`src/rtl/bus_control_sequencer.sv`:
```
// Micro-sequencer for the shared 32-bit datapath bus: fetch (T0-T2) and execute (T3-T6)
// control steps, Moore outputs decoded from the current step and the instruction fields.
module bus_control_sequencer (
  input  logic        clock,
  input  logic        reset_n,
  input  logic        run,
  input  logic [31:0] ir,
  input  logic        mem_ready,
  output logic [23:0] bus_src,
  output logic [15:0] reg_in,
  output logic        pc_in,
  output logic        mar_in,
  output logic        mdr_in,
  output logic        ir_in,
  output logic        y_in,
  output logic        z_in,
  output logic        hi_in,
  output logic        lo_in,
  output logic        inc_pc,
  output logic        read,
  output logic [4:0]  alu_op,
  output logic        done,
  output logic        illegal
);

  localparam int unsigned BUS_W = 24;
  localparam int unsigned GPR_N = 16;
  localparam int unsigned SEL_W = 5;

  localparam logic [SEL_W-1:0] SRC_HI  = 5'd16;
  localparam logic [SEL_W-1:0] SRC_LO  = 5'd17;
  localparam logic [SEL_W-1:0] SRC_ZH  = 5'd18;
  localparam logic [SEL_W-1:0] SRC_ZL  = 5'd19;
  localparam logic [SEL_W-1:0] SRC_PC  = 5'd20;
  localparam logic [SEL_W-1:0] SRC_MDR = 5'd21;

  localparam logic [4:0] OP_ALU3_MAX = 5'd5;
  localparam logic [4:0] OP_MUL      = 5'd14;
  localparam logic [4:0] OP_DIV      = 5'd15;
  localparam logic [4:0] OP_MFHI     = 5'd24;
  localparam logic [4:0] OP_MFLO     = 5'd25;
  localparam logic [4:0] OP_NOP      = 5'd26;
  localparam logic [4:0] OP_HALT     = 5'd27;
  localparam logic [4:0] ALU_INC     = 5'b11111;

  typedef enum logic [3:0] {
    S_IDLE, S_T0, S_T1, S_T2, S_T3, S_T4, S_T5, S_T6, S_HALTED
  } state_t;

  state_t state_q, state_d;

  logic [4:0] op;
  logic [3:0] ra, rb, rc;
  logic       is_alu3, is_muldiv, is_mfhi, is_mflo, is_nop, is_halt;
  logic       bus_en, reg_en;
  logic [SEL_W-1:0] bus_idx;
  logic       unused_ir_bits;

  assign op = ir[31:27];
  assign ra = ir[26:23];
  assign rb = ir[22:19];
  assign rc = ir[18:15];
  // low instruction bits carry no field the sequencer decodes
  assign unused_ir_bits = ^ir[14:0];

  assign is_alu3   = (op <= OP_ALU3_MAX);
  assign is_muldiv = (op == OP_MUL) || (op == OP_DIV);
  assign is_mfhi   = (op == OP_MFHI);
  assign is_mflo   = (op == OP_MFLO);
  assign is_nop    = (op == OP_NOP);
  assign is_halt   = (op == OP_HALT);

  // state register
  always_ff @(posedge clock or negedge reset_n) begin
    if (!reset_n) state_q <= S_IDLE;
    else          state_q <= state_d;
  end

  // next-state and Moore output decode
  always_comb begin
    state_d = state_q;
    bus_en  = 1'b0;
    bus_idx = '0;
    reg_en  = 1'b0;
    pc_in   = 1'b0;
    mar_in  = 1'b0;
    mdr_in  = 1'b0;
    ir_in   = 1'b0;
    y_in    = 1'b0;
    z_in    = 1'b0;
    hi_in   = 1'b0;
    lo_in   = 1'b0;
    inc_pc  = 1'b0;
    read    = 1'b0;
    alu_op  = '0;
    done    = 1'b0;
    illegal = 1'b0;

    case (state_q)
      S_IDLE: begin
        if (run) state_d = S_T0;
      end
      S_T0: begin
        bus_en  = 1'b1;
        bus_idx = SRC_PC;
        mar_in  = 1'b1;
        inc_pc  = 1'b1;
        z_in    = 1'b1;
        alu_op  = ALU_INC;
        state_d = S_T1;
      end
      S_T1: begin
        bus_en  = 1'b1;
        bus_idx = SRC_ZL;
        pc_in   = 1'b1;
        read    = 1'b1;
        mdr_in  = 1'b1;
        if (mem_ready) state_d = S_T2;
      end
      S_T2: begin
        bus_en  = 1'b1;
        bus_idx = SRC_MDR;
        ir_in   = 1'b1;
        state_d = S_T3;
      end
      S_T3: begin
        if (is_alu3 || is_muldiv) begin
          bus_en  = 1'b1;
          bus_idx = SEL_W'(rb);
          y_in    = 1'b1;
          state_d = S_T4;
        end else if (is_halt) begin
          state_d = S_HALTED;
        end else begin
          if (is_mfhi || is_mflo) begin
            bus_en  = 1'b1;
            bus_idx = is_mfhi ? SRC_HI : SRC_LO;
            reg_en  = 1'b1;
          end else if (!is_nop) begin
            illegal = 1'b1;
          end
          state_d = run ? S_T0 : S_IDLE;
        end
      end
      S_T4: begin
        bus_en  = 1'b1;
        bus_idx = SEL_W'(rc);
        z_in    = 1'b1;
        alu_op  = op;
        state_d = S_T5;
      end
      S_T5: begin
        bus_en  = 1'b1;
        bus_idx = SRC_ZL;
        if (is_muldiv) begin
          lo_in   = 1'b1;
          state_d = S_T6;
        end else begin
          reg_en  = 1'b1;
          state_d = run ? S_T0 : S_IDLE;
        end
      end
      S_T6: begin
        bus_en  = 1'b1;
        bus_idx = SRC_ZH;
        hi_in   = 1'b1;
        state_d = run ? S_T0 : S_IDLE;
      end
      S_HALTED: begin
        done = 1'b1;
      end
      default: begin
        state_d = S_IDLE;
      end
    endcase
  end

  // a single index per cycle keeps both select vectors one-hot or empty
  assign bus_src = bus_en ? (BUS_W'(1) << bus_idx) : '0;
  assign reg_in  = reg_en ? (GPR_N'(1) << ra) : '0;

endmodule

```
`config.mk`:
```
export PLATFORM = sky130hd
export DESIGN_NAME = bus_control_sequencer
export DESIGN_NICKNAME = d
export VERILOG_FILES = /design/src/rtl/bus_control_sequencer.sv
export SDC_FILE = /design/constraint.sdc
export NUM_CORES = 1
export LEC_CHECK = 0
export ABC_AREA = 1
export BUFFER_PORTS_ARGS = -buffer_cell sky130_fd_sc_hd__buf_4
export CAP_MARGIN = 20
export CORE_UTILIZATION = 30
export CTS_CLUSTER_DIAMETER = 50
export DETAILED_ROUTE_END_ITERATION = 10
export GPL_ROUTABILITY_DRIVEN = 0
export GPL_TIMING_DRIVEN = 0
export PLACE_DENSITY_LB_ADDON = 0.1
export REMOVE_ABC_BUFFERS = 1
export SYNTH_ARGS = -nofsm -noshare
export SYNTH_HDL_FRONTEND = slang
export SYNTH_SLANG_ARGS = --single-unit
```
`constraint.sdc`:
```
create_clock -name clock -period 1.61 [get_ports clock]
set_clock_uncertainty 0.05 [all_clocks]
set_input_delay 0.0805 -clock clock [delete_from_list [all_inputs] [get_ports clock]]
set_output_delay 0.0805 -clock clock [all_outputs]
set_load 0.02 [all_outputs]
```
### After elaboration in Yosys (flattened, before gate mapping)

Cells that the tools add are included.

| storage, ports and cells | value |
|---|---|
| register bits after elaboration | 4 |
| output and inout bits | 57 |
| logic and storage cells | 66 |

| cells by class | value |
|---|---|
| order comparisons | 1 |
| equal/unequal tests | 16 |
| shift operators | 2 |
| muxes and demuxes | 37 |
| bitwise logic cells | 1 |
| reduce and logical (&&, ||, !) cells | 8 |

Operators by type and width:

| kind | number |
|---|---|
| $pmux W4 S9 | 1 |
| $pmux W5 S6 | 1 |
| $mux W24 | 1 |
| $shl A1 B5 Y24 const A | 1 |
| $mux W1 | 22 |
| $eq A5 B5 Y1 const B | 4 |
| $eq A4 B3 Y1 const B | 4 |
| $mux W16 | 1 |
| $mux W4 | 4 |
| $shl A1 B4 Y16 const A | 1 |
| $mux W5 | 3 |
| $eq A5 B4 Y1 const B | 2 |
| $pmux W5 S2 | 1 |
| $eq A4 B2 Y1 const B | 2 |
| $reduce_or A6 Y1 | 1 |
| $le A5 B3 Y1 const B | 1 |
| $eq A4 B1 Y1 const B | 1 |
| $eq A4 B4 Y1 const B | 1 |
| $logic_not A4 Y1 | 1 |
| $ne A2 B2 Y1 const B | 2 |
| $pmux W1 S2 | 2 |
| $reduce_or A2 Y1 | 2 |
| $logic_or A1 B1 Y1 | 3 |
| $mux W3 | 1 |
| 2 further kinds | 2 |

### Depth between registers and ports, before layout

| logic depth | value |
|---|---|
| depth after elaboration | 8 |
| mapped depth | 10 |
| gate-level depth less buffers | 10 |

### Worst setup path before layout

Ideal clock, no wire load.

| timing path | value |
|---|---|
| kind | reg-to-output |
| start | reg state_q[3] |
| end | out bus_src[14] |
| arrival | 1.499 ns |
| required time | 1.479 ns |
| path slack | -0.020 ns |
| cell stages (with the launch flop) | 10 |
| cells stage by stage | dfrtp_1 inv_2 nand2_2 nor2_8 nand3_2 nand2_4 inv_4 nor2_4 nand2_1 nor2_1 |

| between the ends | value |
|---|---|
| cells in the longest elaborated chain, start to end | 5 |
| elaborated cells on any way between the ends | 13 |
| those cells by class | eq/ne: 7; shift: 1; mux: 3; reduce/logical: 2 |

Ends and longest elaborated chain:

| what | RTL line | text |
|---|---|---|
| start, declared | 50 | `state_t state_q, state_d;` |
| start signal, assigned | 76 | `else state_q <= state_d;` |
| $eq A4 B3 Y1 / $eq A4 B2 Y1 (equally long branches) | 99 | `case (state_q)` |
| $reduce_or A2 Y1 (no source line) | n/a |  |
| $pmux W5 S6 | 99 |  |
| $shl A1 B5 Y24 | 179 | `assign bus_src = bus_en ? (BUS_W'(1) << bus_idx) : '0;` |
| $mux W24 * | 179 |  |
| end, declared | 9 | `output logic [23:0] bus_src,` |

Every way passes the cells marked *; elsewhere a longest branch is shown, timed or not.

### Final worst setup path

| timing path | value |
|---|---|
| start | reg state_q[3] |
| end | out bus_src[6] |

The elaborated chain is that of the path after synthesis.

==> impl_metrics.yaml <==
detailed_routing:
  drcViolationCount: 0
  dr.pass1.iters: 4
  final_antenna_net_count: 0
  initialDrtViolationCount: 49
  avgRoutedWirePerCell_um: 11.4
  vias: 1405
  drt_wl_total_mm: 3.52
  routed_via_density: 4.55
final_layout:
  largestRegisters: "state_q: 4 flops"
  layout-drive-gt1-share_pct: 57.4
  regMostFlops: "state_q"
  finalNetCount: 303
  final_cell_area_um2: 1930
  antenna_cells: 0
  syn2layout_area_growth_pct: 102
  largest_reg_flops: 4
  instances_no_fill: 309
die:
  die_h_um: 58.5
  initial_core_util_pct: 31.6
  pin_count: 93
  die_w_um: 58.5
  rows: 20
  coreArea_um2: 3030
  dieArea_um2: 3420
run_status:
  outcome: "finished with violations"
  violations: "negative setup slack"
clock_tree:
  cts_buffers: 3
  clockBufferDepth: 2
  cts-htree-levels: 1
  cts_tree: "yes"
  clk_latency_ps: 230
  cts.clk_slew.worst_paths_ps: 40
  cts_sinks: 4
  cts_root_buffer: "clkbuf_4"
placed_design:
  hpwl_mm: 2.50
  io_buffers: 75
  dpl.cell_count: 287
  placed_area_um2: 1530
sta:
  maxSlewViolCount: 0
  setup_viol: 37
  fmax_mhz: 528
  post-route-min-period_ps: 1890
  finalCritPeriodShare_pct: 118
  worst_slack_ps: -285
  rsz0062_at_grt: "true"
  relSlewSlack_pct: 61.6
  hold_violations: 0
  worst_pin_slew_ps: 571
  fin_hold_ws_ps: 65.6
  fin_setup_tns_ps: -8040
setup_path:
  crit_type: "register to primary output"
  worstPathCellList: "inv_4, nand2_8, nor2_8, nand3_2, nand2_4, inv_4, nor2_4, nand2_2, nor2_1, buf_4"
  required_ps: 1480
  endpoint_kind: "primary output"
  critical_path.max_fanout: 6
  worst_path_most_repeated_cell: "inv_4"
  critPathArrivalTime_ps: 1760
  cp_slowest_stage_delay_ps: 450
  path_buf_inv: 3
  cp-start-kind: "register"
  cpLargestDelayFamily: "simple AND/OR/NAND/NOR gates"
  cpMaxStageDelayCell: "dfrtp_2"
global_routing:
  antenna_found_initial: 0
  grt_pass1_wl_mm: 5.24
  grt_pass1_vias: 1157
  grt_overflow: 0
  grt_use_total_pct: 19.1
  grt_max_degree: 15
synthesis:
  synthesis.area_um2: 956
  ys_warn_count: 0
  synth.top_cell.area_share_pct: 15.7
  postSynthAreaPerCell_um2: 5.53
  ys_types: 25
  yosys.area.top_type: "nor2_1"
  netlist_instances: 173
  ys_ff_latch: 4
  yosysSeqAreaShare_pct: 10.5
  ys_top_cells_by_area: "nor2_1 16%, nand2_1 11%, dfrtp_1 10%"
min_path:
  hp-class: "input port to register"
power_and_ir_drop:
  power_leakage_nw: 1.07
  powerDensity_nw_per_um2: 1640
  totalPowerFinal_mw: 3.17
  ir_drop_v: 0.000961
flow_run:
  drv_cap: 0
## tightest hold or removal path: cells and delay by family
kind	cells	cell delay (ps)
buffers and inverters	1	80
AND/OR/NAND/NOR	1	80
AO/OA/AOI/OAI	1	50
## synthesized netlist by cell type
cell type and instances:
a21oi_1 1, a221oi_1 1, a22o_1 1, buf_4 5, buf_6 1, conb_1 1, dfrtp_1 4, inv_1 26
inv_2 7, inv_4 1, nand2_1 28, nand2_2 6, nand2_4 1, nand3_1 18, nand3_2 4, nand3_4 1
nand4_1 8, nor2_1 40, nor2_2 5, nor2_4 3, nor2_8 1, nor3_1 3, nor3_2 2, o21ai_0 4
o221ai_1 1
## layer usage
layer	routed length, um	up-vias	global-route usage [%]
li1	-	727	-
met1	1580	620	27.4
met2	1680	56	30.9
met3	243	2	1.98
met4	16	0	4.42
met5	0	-	0
## timing repair
item                                   in CTS  in global routing
hold buffers                                1                  0
gates resized for setup                    33                 28
buffers inserted                            9                  8
gates cloned                                1                  0
pin swaps                                  16                 17
setup endpoints to repair                  38                 43
endpoints found under the hold margin       4                  0
## placed cells by master, fill, tap and decap left out
master,n
nor3_1,2
nand2_2,6
buf_6,8
inv_1,23
nor2_4,9
inv_4,7
nand3_2,4
nand2_1,19
nand3_4,3
nand4_1,8
dfrtp_2,3
nand3_1,16
buf_4,83
inv_2,3
a221oi_1,1
nand2_8,2
nor3_2,3
nor2_8,1
buf_12,1
o21ai_0,2
o221ai_1,1
nor2_2,5
clkbuf_4,3
nand2_4,8
conb_1,2
a22o_1,1
dfrtp_1,1
nor2_1,35
o21ai_2,2
a21oi_1,1
dlygate4sd3_1,1
inv_6,1
## report_power, final
part / internal (mW) / switching [mW]
registers: 0.147 / 0.0776
clock network: 0.0832 / 0.0382
logic: 1.17 / 1.65
total: 1.40 / 1.77
## stage by stage
stage | utilization [%] | worst slack, ps
floorplan | - | -409
global placement | 50.5 | -122
detailed placement | 50.5 | -103
CTS | 58.1 | -268
global route | 63.6 | -398
finish | 63.6 | -285
## cell families (layout without fill, tap and decap cells)
| logic type | Yosys count | after routing | synth area share (%) |
|---|---|---|---|
| AOI/OAI and AO/OA | 8 | 8 | 5.37 |
| buffers and inverters | 40 | 130 | 18.7 |
| DFF | 4 | 4 | 10.5 |
| other | 1 | 2 | 0.392 |
| and+or+nand+nor | 120 | 121 | 65.1 |
## final timing paths
kind	end	depth (start not counted)	from	slack, ps
max	bus_src[6]	10	state_q[3]	-280
min	state_q[0]	3	run	70
max reg2reg	state_q[0]	7	state_q[3]	70
min reg2reg	state_q[3]	3	state_q[2]	690
max in group asynchronous	state_q[3]	2	reset_n	1270
min in group asynchronous	state_q[1]	2	reset_n	130
## area by class of cell
cell class | instances | area (um2)
fillers | 295 | 1100
multi-input cells | 131 | 852
repair buffers | 93 | 743
inverters | 34 | 150
flip-flops and latches | 4 | 104
well taps | 44 | 55.1
clock buffers | 3 | 22.5
Power figures use the tool's default switching activity.
